$ cat src/rtl/disp_scan.sv
// Six-digit multiplexed 7-segment scanner for the stopwatch display.
// Takes a dispbuf snapshot at each frame start and applies leading-zero blanking to digits 5..3.
module disp_scan #(
   parameter int unsigned SCAN_DIV   = 2,
   parameter bit          ACTIVE_LOW = 1'b1
) (
   input  logic        clk_1Khz,
   input  logic        rst,
   input  logic [23:0] dispbuf,
   input  logic        disp_en,
   input  logic        blank_lz,
   output logic [6:0]  seg,
   output logic        dp,
   output logic [5:0]  an,
   output logic        frame_done
);

   localparam logic [7:0] PRE_MAX = 8'(SCAN_DIV - 1);
   localparam logic [6:0] SEG_INV = {7{ACTIVE_LOW}};
   localparam logic [5:0] AN_INV  = {6{ACTIVE_LOW}};

   logic [7:0]  r_pre;
   logic [2:0]  r_idx;
   logic [23:0] r_snap;
   logic        r_run;
   logic [6:0]  r_seg;
   logic        r_dp;
   logic [5:0]  r_an;
   logic        r_fd;

   logic [7:0]  w_pre_d;
   logic [2:0]  w_idx_d;
   logic        w_tick;
   logic        w_fs;
   logic        w_show;
   logic [3:0]  w_nib;
   logic        w_blank;
   logic        w_b5;
   logic        w_b4;
   logic        w_b3;
   logic [6:0]  w_seg_on;
   logic [6:0]  w_seg_d;
   logic [5:0]  w_an_d;
   logic        w_dp_d;

   function automatic logic [6:0] seg_code(input logic [3:0] nib);
      logic [6:0] code;
      unique case (nib)
         4'd0:    code = 7'h3F;
         4'd1:    code = 7'h06;
         4'd2:    code = 7'h5B;
         4'd3:    code = 7'h4F;
         4'd4:    code = 7'h66;
         4'd5:    code = 7'h6D;
         4'd6:    code = 7'h7D;
         4'd7:    code = 7'h07;
         4'd8:    code = 7'h7F;
         4'd9:    code = 7'h6F;
         default: code = 7'h40;
      endcase
      return code;
   endfunction

   always_comb begin
      w_tick  = (r_pre == PRE_MAX);
      // r_run low means this is the first enabled cycle since reset or since disp_en rose
      w_fs    = disp_en && (!r_run || (w_tick && (r_idx == 3'd5)));
      w_pre_d = r_pre + 8'd1;
      w_idx_d = r_idx;
      if (!disp_en || w_fs || w_tick) begin
         w_pre_d = 8'd0;
      end
      if (!disp_en || w_fs) begin
         w_idx_d = 3'd0;
      end else if (w_tick) begin
         w_idx_d = r_idx + 3'd1;
      end
   end

   always_comb begin
      w_b5 = blank_lz && (r_snap[23:20] == 4'd0);
      w_b4 = w_b5 && (r_snap[19:16] == 4'd0);
      w_b3 = w_b4 && (r_snap[15:12] == 4'd0);
      w_nib   = 4'd0;
      w_blank = 1'b0;
      unique case (r_idx)
         3'd0:    w_nib = r_snap[3:0];
         3'd1:    w_nib = r_snap[7:4];
         3'd2:    w_nib = r_snap[11:8];
         3'd3:    begin w_nib = r_snap[15:12]; w_blank = w_b3; end
         3'd4:    begin w_nib = r_snap[19:16]; w_blank = w_b4; end
         3'd5:    begin w_nib = r_snap[23:20]; w_blank = w_b5; end
         default: w_nib = 4'd0;
      endcase
      w_show   = disp_en && r_run;
      w_seg_on = w_blank ? 7'h00 : seg_code(w_nib);
      w_seg_d  = SEG_INV;
      w_an_d   = AN_INV;
      w_dp_d   = ACTIVE_LOW;
      if (w_show) begin
         w_seg_d = w_seg_on ^ SEG_INV;
         w_an_d  = (6'b1 << r_idx) ^ AN_INV;
         w_dp_d  = (r_idx == 3'd2) ^ ACTIVE_LOW;
      end
   end

   always_ff @(posedge clk_1Khz or negedge rst) begin
      if (!rst) begin
         r_pre  <= 8'd0;
         r_idx  <= 3'd0;
         r_snap <= 24'd0;
         r_run  <= 1'b0;
         r_seg  <= SEG_INV;
         r_dp   <= ACTIVE_LOW;
         r_an   <= AN_INV;
         r_fd   <= 1'b0;
      end else begin
         r_pre <= w_pre_d;
         r_idx <= w_idx_d;
         r_run <= disp_en;
         if (w_fs) begin
            r_snap <= dispbuf;
         end
         r_seg <= w_seg_d;
         r_dp  <= w_dp_d;
         r_an  <= w_an_d;
         r_fd  <= w_fs;
      end
   end

   assign seg        = r_seg;
   assign dp         = r_dp;
   assign an         = r_an;
   assign frame_done = r_fd;

endmodule

$ cat config.mk
export PLATFORM = sky130hd
export DESIGN_NAME = disp_scan
export DESIGN_NICKNAME = d
export VERILOG_FILES = /design/src/rtl/disp_scan.sv
export SDC_FILE = /design/constraint.sdc
export NUM_CORES = 1
export LEC_CHECK = 0
export ABC_CLOCK_PERIOD_IN_PS = 2700
export BUFFER_PORTS_ARGS = -buffer_cell sky130_fd_sc_hd__buf_2
export CORE_UTILIZATION = 30
export CTS_CLUSTER_DIAMETER = 30
export DETAILED_ROUTE_END_ITERATION = 8
export GPL_TIMING_DRIVEN = 0
export PLACE_DENSITY = 0.51
export SYNTH_ARGS = -nofsm -noshare
export SYNTH_HDL_FRONTEND = slang
export SYNTH_SLANG_ARGS = --single-unit
$ cat constraint.sdc
create_clock -name clk_1Khz -period 2.7 [get_ports clk_1Khz]
set_input_delay 0.405 -clock clk_1Khz [delete_from_list [all_inputs] [get_ports clk_1Khz]]
set_output_delay 0.405 -clock clk_1Khz [all_outputs]
set_load 0.01 [all_outputs]
==> flow_metrics.py, run 1 <==
metrics = {
    "route": {
        "num_vias": 1584,
        "drcViolationCount": 0,
        "wirelength_um": 4830,
        "firstDrtPassIters": 4,
        "first_iter_violations": 80,
        "routed_via_density": 4.60,
        "wl_per_cell_um": 14.0,
        "antenna_left": 0,
    },
    "cts": {
        "cts-htree-levels": 2,
        "cts_hold_buf": 0,
        "cts_buffers": 5,
        "cts_buffer_depth": 2,
        "cts_sinks": 50,
        "clk_pin_slew_worst_paths_ns": 0.10,
        "cts_tree": "done",
        "clock_latency_ns": 0.31,
        "cts_root_buf": "clkbuf_8",
    },
    "logic_synthesis": {
        "syn_avg_cell_area_um2": 12.9,
        "synthCells": 190,
        "ys_types": 39,
        "synth_seq_cells": 50,
        "synth_top_area_share_pct": 37.7,
        "synth.most_common_cell": "dfrtp_1",
        "ys_warn_count": 0,
        "netlist_top_cells_count": "dfrtp_1, mux2_4, nor2_1, dfstp_2, ha_1",
        "netlist_area_um2": 2460,
        "yosysSeqAreaShare_pct": 51.6,
        "yosys-top-cells-area": "dfrtp_1, dfstp_2, mux2_4, ha_1, mux2_2",
        "synth_ff_type": "dfrtp_1",
        "async_reset_ff_share_pct": 100,
        "syn-num-nets": 231,
        "synth-edff-count": 0,
        "synth_top_area_cell": "dfrtp_1",
    },
    "worst_setup_path": {
        "worstPathRequired_ns": 2.93,
        "startpoint_type": "flop",
        "critPathMaxFanout": 10,
        "worstSetupPathType": "flop to flop",
        "arrival_ns": 2.75,
        "cp-end-kind": "flop",
    },
    "placement": {
        "io_buffers": 42,
        "place.gp.congestion": 0.737,
        "place_hpwl_um": 3440,
        "place_area_um2": 2800,
    },
    "die": {
        "fp.dieArea_um2": 8560,
        "fp-row-count": 32,
        "die_height_um": 92.5,
        "initial_core_util_pct": 31.5,
        "io_pins": 43,
        "coreArea_um2": 7810,
        "fp.dieW_um": 92.5,
    },
    "power": {
        "p_per_area_nw_per_um2": 559,
        "p_switching_w": 0.000440,
        "irDropWorstVdd_mv": 0.232,
        "comb_power_share_pct": 18.2,
        "netSwitchingFraction_pct": 26.9,
        "power_frac_clock_pct": 28.1,
        "p_seq_share_pct": 53.7,
        "cellLeakagePower_nw": 1.35,
        "p_int_w": 0.00119,
    },
    "job": {
        "cap_violations": 0,
    },
    "global_route": {
        "grt_pass1_wl_um": 8160,
        "grt_max_degree": 51,
        "antenna_found_initial": 0,
        "gr-total-overflow": 0,
        "grt_pass1_vias": 1593,
        "grt.total_usage_pct": 12.5,
    },
    "sta": {
        "timing.slew.headroom_pct": 27.5,
        "hold_violations": 0,
        "tns_ns": 0,
        "tightest_slew_ns": 1.09,
        "finalSetupViolations": 0,
        "fin_crit_sh_pct": 93.5,
        "finalClockSkew_ns": 0.00957,
        "fmax_mhz": 396,
        "rsz0062_at_grt": "false",
        "drv_slew": 0,
        "period_minus_slack_ns": 2.52,
    },
    "finish": {
        "drive_above_1_share_pct": 43.8,
        "nets": 282,
        "area_growth_pct": 18.9,
        "design_area_um2": 2920,
        "n_antenna_cell": 0,
    },
    "status": {
        "outcome": "finished, final reports clean",
    },
    "worst_hold_path": {
        "hp-class": "input pin to asynchronous set/reset pin",
    },
}
==> repair_timing <==
item	in CTS	in global routing
endpoints found under the setup margin	2	1
buffers inserted	0	2
gates resized for setup	2	0
==> state kept, by name (all words and copies together), names as in the netlist <==
register,count
r_idx,3
r_snap,24
dp,1
r_pre,8
r_run,1
frame_done,1
an,5
seg,7
==> layout by cell type (no fill, tap or decap), types with 2 or more instances in the layout <==
| cell | count |
|---|---|
| and3_1 | 3 |
| a222oi_1 | 4 |
| a2bb2oi_1 | 2 |
| mux2_4 | 19 |
| buf_2 | 46 |
| o21ai_1 | 3 |
| a22o_1 | 2 |
| buf_4 | 3 |
| xor2_1 | 2 |
| nor4_1 | 3 |
| o21bai_1 | 3 |
| a221oi_4 | 2 |
| dfrtp_1 | 37 |
| a22oi_1 | 4 |
| dfstp_2 | 13 |
| a21oi_1 | 4 |
| nor2_1 | 16 |
| buf_6 | 2 |
| nor3_1 | 3 |
| ha_1 | 13 |
| clkbuf_8 | 6 |
| nand2_1 | 8 |
| nand3_1 | 8 |
| mux2_2 | 8 |
| inv_1 | 9 |
| xnor2_1 | 4 |
==> through the flow <==
stage / worst slack, ns / cells / hold WS, ns / util [%] / total power (W)
after global routing: 0.00636 / 344 / 0.296 / 37.5 / 0.00172
after floorplan: 0.460 / 190 / 0.109 / - / 0.00108
after detailed placement: 0.00463 / 334 / 0.491 / 35.8 / 0.00118
after global placement: 0.0114 / 334 / 0.484 / 35.8 / 0.00118
final: 0.176 / 344 / 0.300 / 37.5 / 0.00163
after CTS: 0.140 / 342 / 0.291 / 37.3 / 0.00165
==> kinds of logic (layout without fill, tap and decap cells) <==
logic type	count (synthesis)	after routing	synth area share (%)
muxes	28	28	15.7
AOI/OAI and AO/OA	29	29	10.1
xor gates and xnor gates	6	6	2.14
buffers and inverters	16	68	3.41
and+or+nand+nor	48	48	10.5
adders and majority gates	13	13	6.62
DFF	50	50	51.6
==> layout make-up <==
type,count,area [µm²]
fill,771,4880
sequential,50,1270
multi-input combinational,124,1120
timing repair buffer,44,225
tap,102,128
clock buffer,6,82.6
buffer,7,50.0
inverter,9,33.8
clock inverter,2,12.5
==> critical path, cell delays in order (launching register included) <==
cell and delay (ns):
dfrtp_1 0.44, inv_1 0.08, ha_1 0.21, buf_2 0.19, a222oi_1 0.30, nor2_1 0.12
a221oi_4 0.41, ha_1 0.23, inv_1 0.03, mux2_2 0.26, a22oi_1 0.17
==> metal layers <==
| metal | vias to the layer above | GRT usage, % | part of all wire, % |
|---|---|---|---|
| met2 | 34 | 18.6 | 45 |
| met3 | 8 | 1.97 | 3.9 |
| met1 | 762 | 17.6 | 49 |
| li1 | 780 | - | - |
| met5 | - | 0 | 0 |
| met4 | 0 | 5.86 | 2.1 |
==> path summary, 6_finish.rpt <==
kind,cells after the start,startpoint,slack (ns),end
setup reg to reg,10,r_idx[0]$_DFFE_PN0N_,0.18,seg[3]$_DFF_PN1_
min in group clk_1Khz,1,disp_en,0.30,r_run$_DFF_PN0_
hold reg to reg,1,r_pre[0]$_DFF_PN0_,0.49,r_pre[0]$_DFF_PN0_
max in group asynchronous,1,rst,1.74,r_snap[1]$_DFFE_PN0P_
hold / removal,1,rst,0.30,r_snap[10]$_DFFE_PN0P_
setup / recovery,10,r_idx[0]$_DFFE_PN0N_,0.18,seg[3]$_DFF_PN1_
==> power groups by stage <==
| stage | Sequential, W | Combinational [W] | Clock [W] |
|---|---|---|---|
| final | 0.000877 | 0.000297 | 0.000460 |
| after global routing | 0.000889 | 0.000331 | 0.000504 |
| after CTS | 0.000878 | 0.000294 | 0.000477 |
| after detailed placement | 0.000891 | 0.000289 | 0 |
| after global placement | 0.000890 | 0.000286 | 0 |
| after floorplan | 0.000881 | 0.000199 | 0 |
Power figures use the tool's default switching activity.
==> run 2, diff against run 1 <==
- BUFFER_PORTS_ARGS: -buffer_cell sky130_fd_sc_hd__buf_2 -> unset
- DONT_BUFFER_PORTS: unset -> 1
- PLACE_DENSITY: 0.51 -> 0.47
- SLEW_MARGIN: unset -> 30
==> run 2 against run 1 <==
  * Non-clock buffer count down 40
  * Total power is 2.0% lower
  * Critical path type unchanged
  * Cell area down 5.9%
  * Clock skew decreased by 0.0025 ns
  * Largest cell class unchanged
  * Routed wire length up 1.3%
  * Count of clock-buffer cells in the layout unchanged
==> flow_metrics.py, run 2 (synthesis gave the netlist of run 1 again) <==
metrics = {
    "die": {
        "io_pins": 43,
        "fp.dieW_um": 92.5,
        "fp.dieArea_um2": 8560,
        "initial_core_util_pct": 31.5,
        "coreArea_um2": 7810,
        "fp-row-count": 32,
        "die_height_um": 92.5,
    },
    "power": {
        "irDropWorstVdd_mv": 0.269,
        "p_int_w": 0.00118,
        "p_switching_w": 0.000424,
        "p_seq_share_pct": 55.4,
        "netSwitchingFraction_pct": 26.5,
        "comb_power_share_pct": 16.6,
        "p_per_area_nw_per_um2": 582,
        "power_frac_clock_pct": 27.9,
        "power_w": 0.00160,
        "cellLeakagePower_nw": 1.22,
    },
    "finish": {
        "fillers": 783,
        "drive_above_1_share_pct": 32.2,
        "layout_common_cells": "dfrtp_1, mux2_4, nor2_1, ha_1, dfstp_2",
        "nets": 242,
        "n_antenna_cell": 0,
        "area_growth_pct": 11.9,
        "final_common_cell": "dfrtp_1",
        "largest_reg_flops": 24,
        "regMostFlops": "r_snap",
    },
    "global_route": {
        "grt_max_degree": 51,
        "grt.total_usage_pct": 12.5,
        "grt_pass1_vias": 1515,
        "antenna_found_initial": 0,
        "gr-total-overflow": 0,
        "grt_pass1_wl_um": 8230,
    },
    "worst_setup_path": {
        "reg2reg_from": "r_idx[0]$_DFFE_PN0N_",
        "cpPeakStageDelay_ns": 0.43,
        "path_cells": "inv_1 > ha_1 > buf_2 > a222oi_1 > o21ai_0 > a221oi_2 > ha_1 > inv_1 > o21bai_1 > a21o_1",
        "cp-end-kind": "flop",
        "reg2regPathDepth": 10,
        "worstSetupPathType": "flop to flop",
        "crit_slowest_cell": "dfrtp_1",
        "worstSetupStartpoint": "r_idx[0]$_DFFE_PN0N_",
        "arrival_ns": 2.67,
        "worstPathRequired_ns": 2.93,
        "r2r_end": "seg[1]$_DFF_PN1_",
        "endpoint": "seg[1]$_DFF_PN1_",
        "r2r_slack_ns": 0.26,
        "critPathMaxFanout": 10,
        "startpoint_type": "flop",
    },
    "cts": {
        "clock_latency_ns": 0.30,
        "cts-htree-levels": 2,
        "cts_buffer_depth": 2,
        "cts_root_buf": "clkbuf_8",
        "clk_pin_slew_worst_paths_ns": 0.09,
        "cts_buffers": 5,
        "cts_sinks": 50,
        "cts_tree": "done",
    },
    "route": {
        "firstDrtPassIters": 4,
        "antenna_left": 0,
        "first_iter_violations": 46,
        "wirelength_um": 4890,
        "drcViolationCount": 0,
        "wl_per_cell_um": 16.1,
        "num_vias": 1459,
        "routed_via_density": 4.80,
    },
    "sta": {
        "hold_violations": 0,
        "finalSetupViolations": 0,
        "period_minus_slack_ns": 2.44,
        "rsz0062_at_grt": "false",
        "fmax_mhz": 409,
        "tightest_slew_ns": 0.729,
        "finalClockSkew_ns": 0.00708,
        "fin_crit_sh_pct": 90.5,
        "timing.slew.headroom_pct": 51.0,
        "drv_slew": 0,
        "whs_ns": 0.128,
    },
    "placement": {
        "place.gp.congestion": 0.712,
        "io_buffers": 0,
        "place_hpwl_um": 3400,
    },
    "job": {
        "cap_violations": 0,
    },
    "worst_hold_path": {
        "hold_depth": 0,
        "hp-class": "input pin to flop",
    },
    "status": {
        "outcome": "finished, final reports clean",
    },
}
==> run 2: cell types whose count changed in the layout (fill, tap and decap cells not counted), sizes merged <==
cell / previous run / this run
buf: 51 / 10
dlygate4sd3: 0 / 1
==> run 2: power by group through the flow <==
stage               combinational (W)  sequential, W  clock, W
floorplan                    0.000199       0.000881         0
global placement             0.000231       0.000900         0
detailed placement           0.000234       0.000901         0
CTS                          0.000261       0.000888  0.000475
global route                 0.000297       0.000897  0.000509
finish                       0.000266       0.000888  0.000447
==> run 2: final cells by class <==
type,count,area (µm²),area share [%]
tap,102,128,4.64
sequential,50,1270,46.1
clock inverter,2,12.5,0.455
inverter,9,33.8,1.23
buffer,7,50.0,1.82
timing repair buffer,4,52.6,1.91
clock buffer,6,82.6,3.00
multi-input combinational,124,1120,40.9
==> run 2: worst max-delay path: cells and delay by family (launching register included) <==
kind	cells	cell delay (ns)
AO/OA/AOI/OAI	5	1.09
adder cells (fa/ha/maj)	2	0.54
flip-flops	1	0.43
buffers and inverters	3	0.34
==> run 2: routing by layer <==
layer  GRT usage (%)  share of wire [%]  vias up
met3            3.45                6.1        2
met2            17.3                 44       48
met4            2.73               0.33        0
met1            19.1                 50      712
met5               0                  0        -
li1                -                  -      697
==> run 2: repair_timing <==
item                                    in CTS  in global routing
gates resized for setup                      2                  0
endpoints found under the setup margin       2                  2
hold buffers                                 2                  0
endpoints found under the hold margin       50                  0
cloned                                       0                  0
buffers inserted                             0                  2
==> run 2: worst min path at each step <==
stage / to / start / slack [ns]
CTS: r_run$_DFF_PN0_ / disp_en / 0.11
detailed placement: r_snap[1]$_DFFE_PN0P_ / rst / 0.11
global placement: r_snap[9]$_DFFE_PN0P_ / rst / 0.11
floorplan: frame_done$_DFF_PN0_ / rst / 0.11
finish: r_run$_DFF_PN0_ / disp_en / 0.13
global route: r_run$_DFF_PN0_ / disp_en / 0.1
==> run 2: metrics by stage <==
step	utilization (%)	instance area (µm²)	cells	TNS (ns)	setup WS [ns]
floorplan	-	2460	190	0	0.460
global route	35.2	2750	304	0	0.0415
detailed placement	33.1	2590	292	0	0.0184
global placement	33.1	2590	292	-0.0380	-0.0263
CTS	35.0	2740	302	0	0.135
finish	35.2	2750	304	0	0.257
==> run 3, diff against run 2 <==
- ABC_CLOCK_PERIOD_IN_PS: 2700 -> 3000
- CORE_MARGIN: unset -> 5
- REMOVE_ABC_BUFFERS: unset -> 1
- clock period: 2.7 -> 3 ns (I/O delays scaled with it)
==> run 3 against run 2 <==
  * Sequential power shrank 10%
  * Critical endpoint is now seg[3]$_DFF_PN1_
  * Setup slack gained 0.0088 ns
  * Die area grew 18%
  * Largest power group unchanged
  * Routed wire length shrank 0.94%
==> flow_metrics.py, run 3 (synthesis gave the netlist of run 1 again) <==
metrics = {
    "status": {
        "outcome": "finished, final reports clean",
    },
    "sta": {
        "hold_violations": 0,
        "tightest_slew_ns": 0.668,
        "fmax_mhz": 366,
        "timing.slew.headroom_pct": 55.2,
        "drv_slew": 0,
        "finalSetupViolations": 0,
        "fin_crit_sh_pct": 91.1,
        "tns_ns": 0,
        "finalClockSkew_ns": 0.00640,
        "period_minus_slack_ns": 2.73,
        "rsz0062_at_grt": "false",
    },
    "die": {
        "coreArea_um2": 8090,
        "initial_core_util_pct": 30.4,
        "fp-row-count": 33,
        "io_pins": 43,
        "fp.dieW_um": 101,
        "die_height_um": 101,
        "fp.dieArea_um2": 10100,
    },
    "finish": {
        "final_core_util_pct": 33.0,
        "stdcell_count": 298,
        "n_antenna_cell": 0,
        "drive_above_1_share_pct": 28.5,
        "area_growth_pct": 8.60,
        "largest_reg_flops": 24,
        "regMostFlops": "r_snap",
        "nets": 233,
        "final_common_cell": "dfrtp_1",
        "layout_common_cells": "dfrtp_1, mux2_4, nor2_1, ha_1, dfstp_2",
    },
    "route": {
        "drcViolationCount": 0,
        "antenna_left": 0,
        "first_iter_violations": 59,
        "wl_per_cell_um": 16.3,
        "firstDrtPassIters": 4,
        "routed_via_density": 4.76,
        "num_vias": 1419,
        "wirelength_um": 4850,
    },
    "placement": {
        "io_buffers": 0,
        "place.gp.congestion": 0.693,
        "place_hpwl_um": 3420,
        "placed_cells": 288,
    },
    "global_route": {
        "grt_pass1_vias": 1543,
        "grt_pass1_wl_um": 8070,
        "antenna_found_initial": 0,
        "gr-total-overflow": 0,
        "grt_max_degree": 51,
        "grt.total_usage_pct": 10.2,
    },
    "worst_setup_path": {
        "crit_slowest_cell": "a221oi_2",
        "worstPathRequired_ns": 3.22,
        "r2r_slack_ns": 0.27,
        "arrival_ns": 2.96,
        "cp-end-kind": "flop",
        "startpoint_type": "flop",
        "worstSetupPathType": "flop to flop",
        "critPathMaxFanout": 11,
        "path_cells": "inv_1 > ha_1 > a222oi_1 > nor2_1 > a221oi_2 > ha_1 > inv_1 > mux2_2 > a22oi_1",
        "worst-path-buf-inv": 2,
        "critPathTopFamily": "compound AO/OA/AOI/OAI gates",
        "cpPeakStageDelay_ns": 0.54,
    },
    "cts": {
        "clk_pin_slew_worst_paths_ns": 0.09,
        "cts_root_buf": "clkbuf_8",
        "cts_tree": "done",
        "clock_latency_ns": 0.30,
        "cts_sinks": 50,
        "cts_buffer_depth": 2,
        "cts_setup_buffers": 0,
        "cts_buffers": 5,
        "cts-htree-levels": 2,
    },
    "power": {
        "power_frac_clock_pct": 27.7,
        "p_per_area_nw_per_um2": 528,
        "netSwitchingFraction_pct": 27.0,
        "comb_power_share_pct": 15.9,
        "cellLeakagePower_nw": 1.17,
        "p_int_w": 0.00103,
        "irDropWorstVdd_mv": 0.197,
        "p_seq_share_pct": 56.4,
        "p_switching_w": 0.000381,
    },
    "job": {
        "cap_violations": 0,
    },
    "worst_hold_path": {
        "hp-class": "input pin to flop",
    },
}
-- run 3: changes by cell type in the layout (fill, tap and decap cells not counted) --
cell	delta
a221oi_2	+1
a221oi_4	-1
buf_2	-4
buf_4	-3
buf_6	-2
clkbuf_1	+1
clkbuf_8	-1
clkinv_4	+1
clkinvlp_4	-1
-- run 3: through the flow --
stage                     worst slack (ns)  hold WS (ns)  instance area (µm²)  total power, W
after floorplan                      0.797         0.154                 2410        0.000968
after global placement               0.253         0.156                 2540         0.00101
after detailed placement             0.277         0.156                 2540         0.00102
after CTS                            0.232         0.155                 2660         0.00143
after global routing                0.0376         0.132                 2670         0.00150
final                                0.266         0.165                 2670         0.00141
-- run 3: final timing paths --
path	start	to	depth (start not counted)
setup / recovery	r_idx[0]$_DFFE_PN0N_	seg[3]$_DFF_PN1_	9
hold / removal	disp_en	r_run$_DFF_PN0_	0
setup reg to reg	r_idx[0]$_DFFE_PN0N_	seg[3]$_DFF_PN1_	9
hold reg to reg	r_pre[0]$_DFF_PN0_	r_pre[0]$_DFF_PN0_	1
max in group asynchronous	rst	seg[3]$_DFF_PN1_	2
min in group asynchronous	rst	r_snap[4]$_DFFE_PN0P_	2
-- run 3: per-layer routing --
metal | track usage, % | vias to the layer above | part of all wire, %
met5 | 0 | - | 0
met4 | 2.18 | 0 | 0.52
met3 | 5.19 | 4 | 7.4
met2 | 15.0 | 41 | 45
met1 | 13.5 | 692 | 47
li1 | - | 682 | -
-- run 3: layout make-up --
class | count | area (µm²)
clock buffers | 6 | 72.6
clock inverters | 2 | 13.8
fillers | 832 | 5420
inverters | 9 | 33.8
multi-input cells | 124 | 1110
flip-flops and latches | 50 | 1270
well taps | 105 | 131
repair buffers | 2 | 37.5
-- run 3: what timing repair did --
item                                   CTS  global route
setup endpoints to repair                0             2
resized for setup                        0             1
endpoints found under the hold margin   50             0
hold buffers                             2             0
-- run 3: power by group through the flow --
stage                     registers (W)  clock network [W]  logic [W]
after CTS                      0.000797           0.000411   0.000226
after detailed placement       0.000810                  0   0.000205
after global routing           0.000806           0.000440   0.000252
after floorplan                0.000793                  0   0.000176
after global placement         0.000809                  0   0.000204
final                          0.000796           0.000391   0.000224
-- run 3: worst reg2reg max path: stages, from the launching register on --
cell      delay (ns)
dfrtp_1         0.42
inv_1           0.08
ha_1            0.37
a222oi_1        0.42
nor2_1          0.09
a221oi_2        0.54
ha_1            0.25
inv_1           0.05
mux2_2          0.27
a22oi_1         0.17
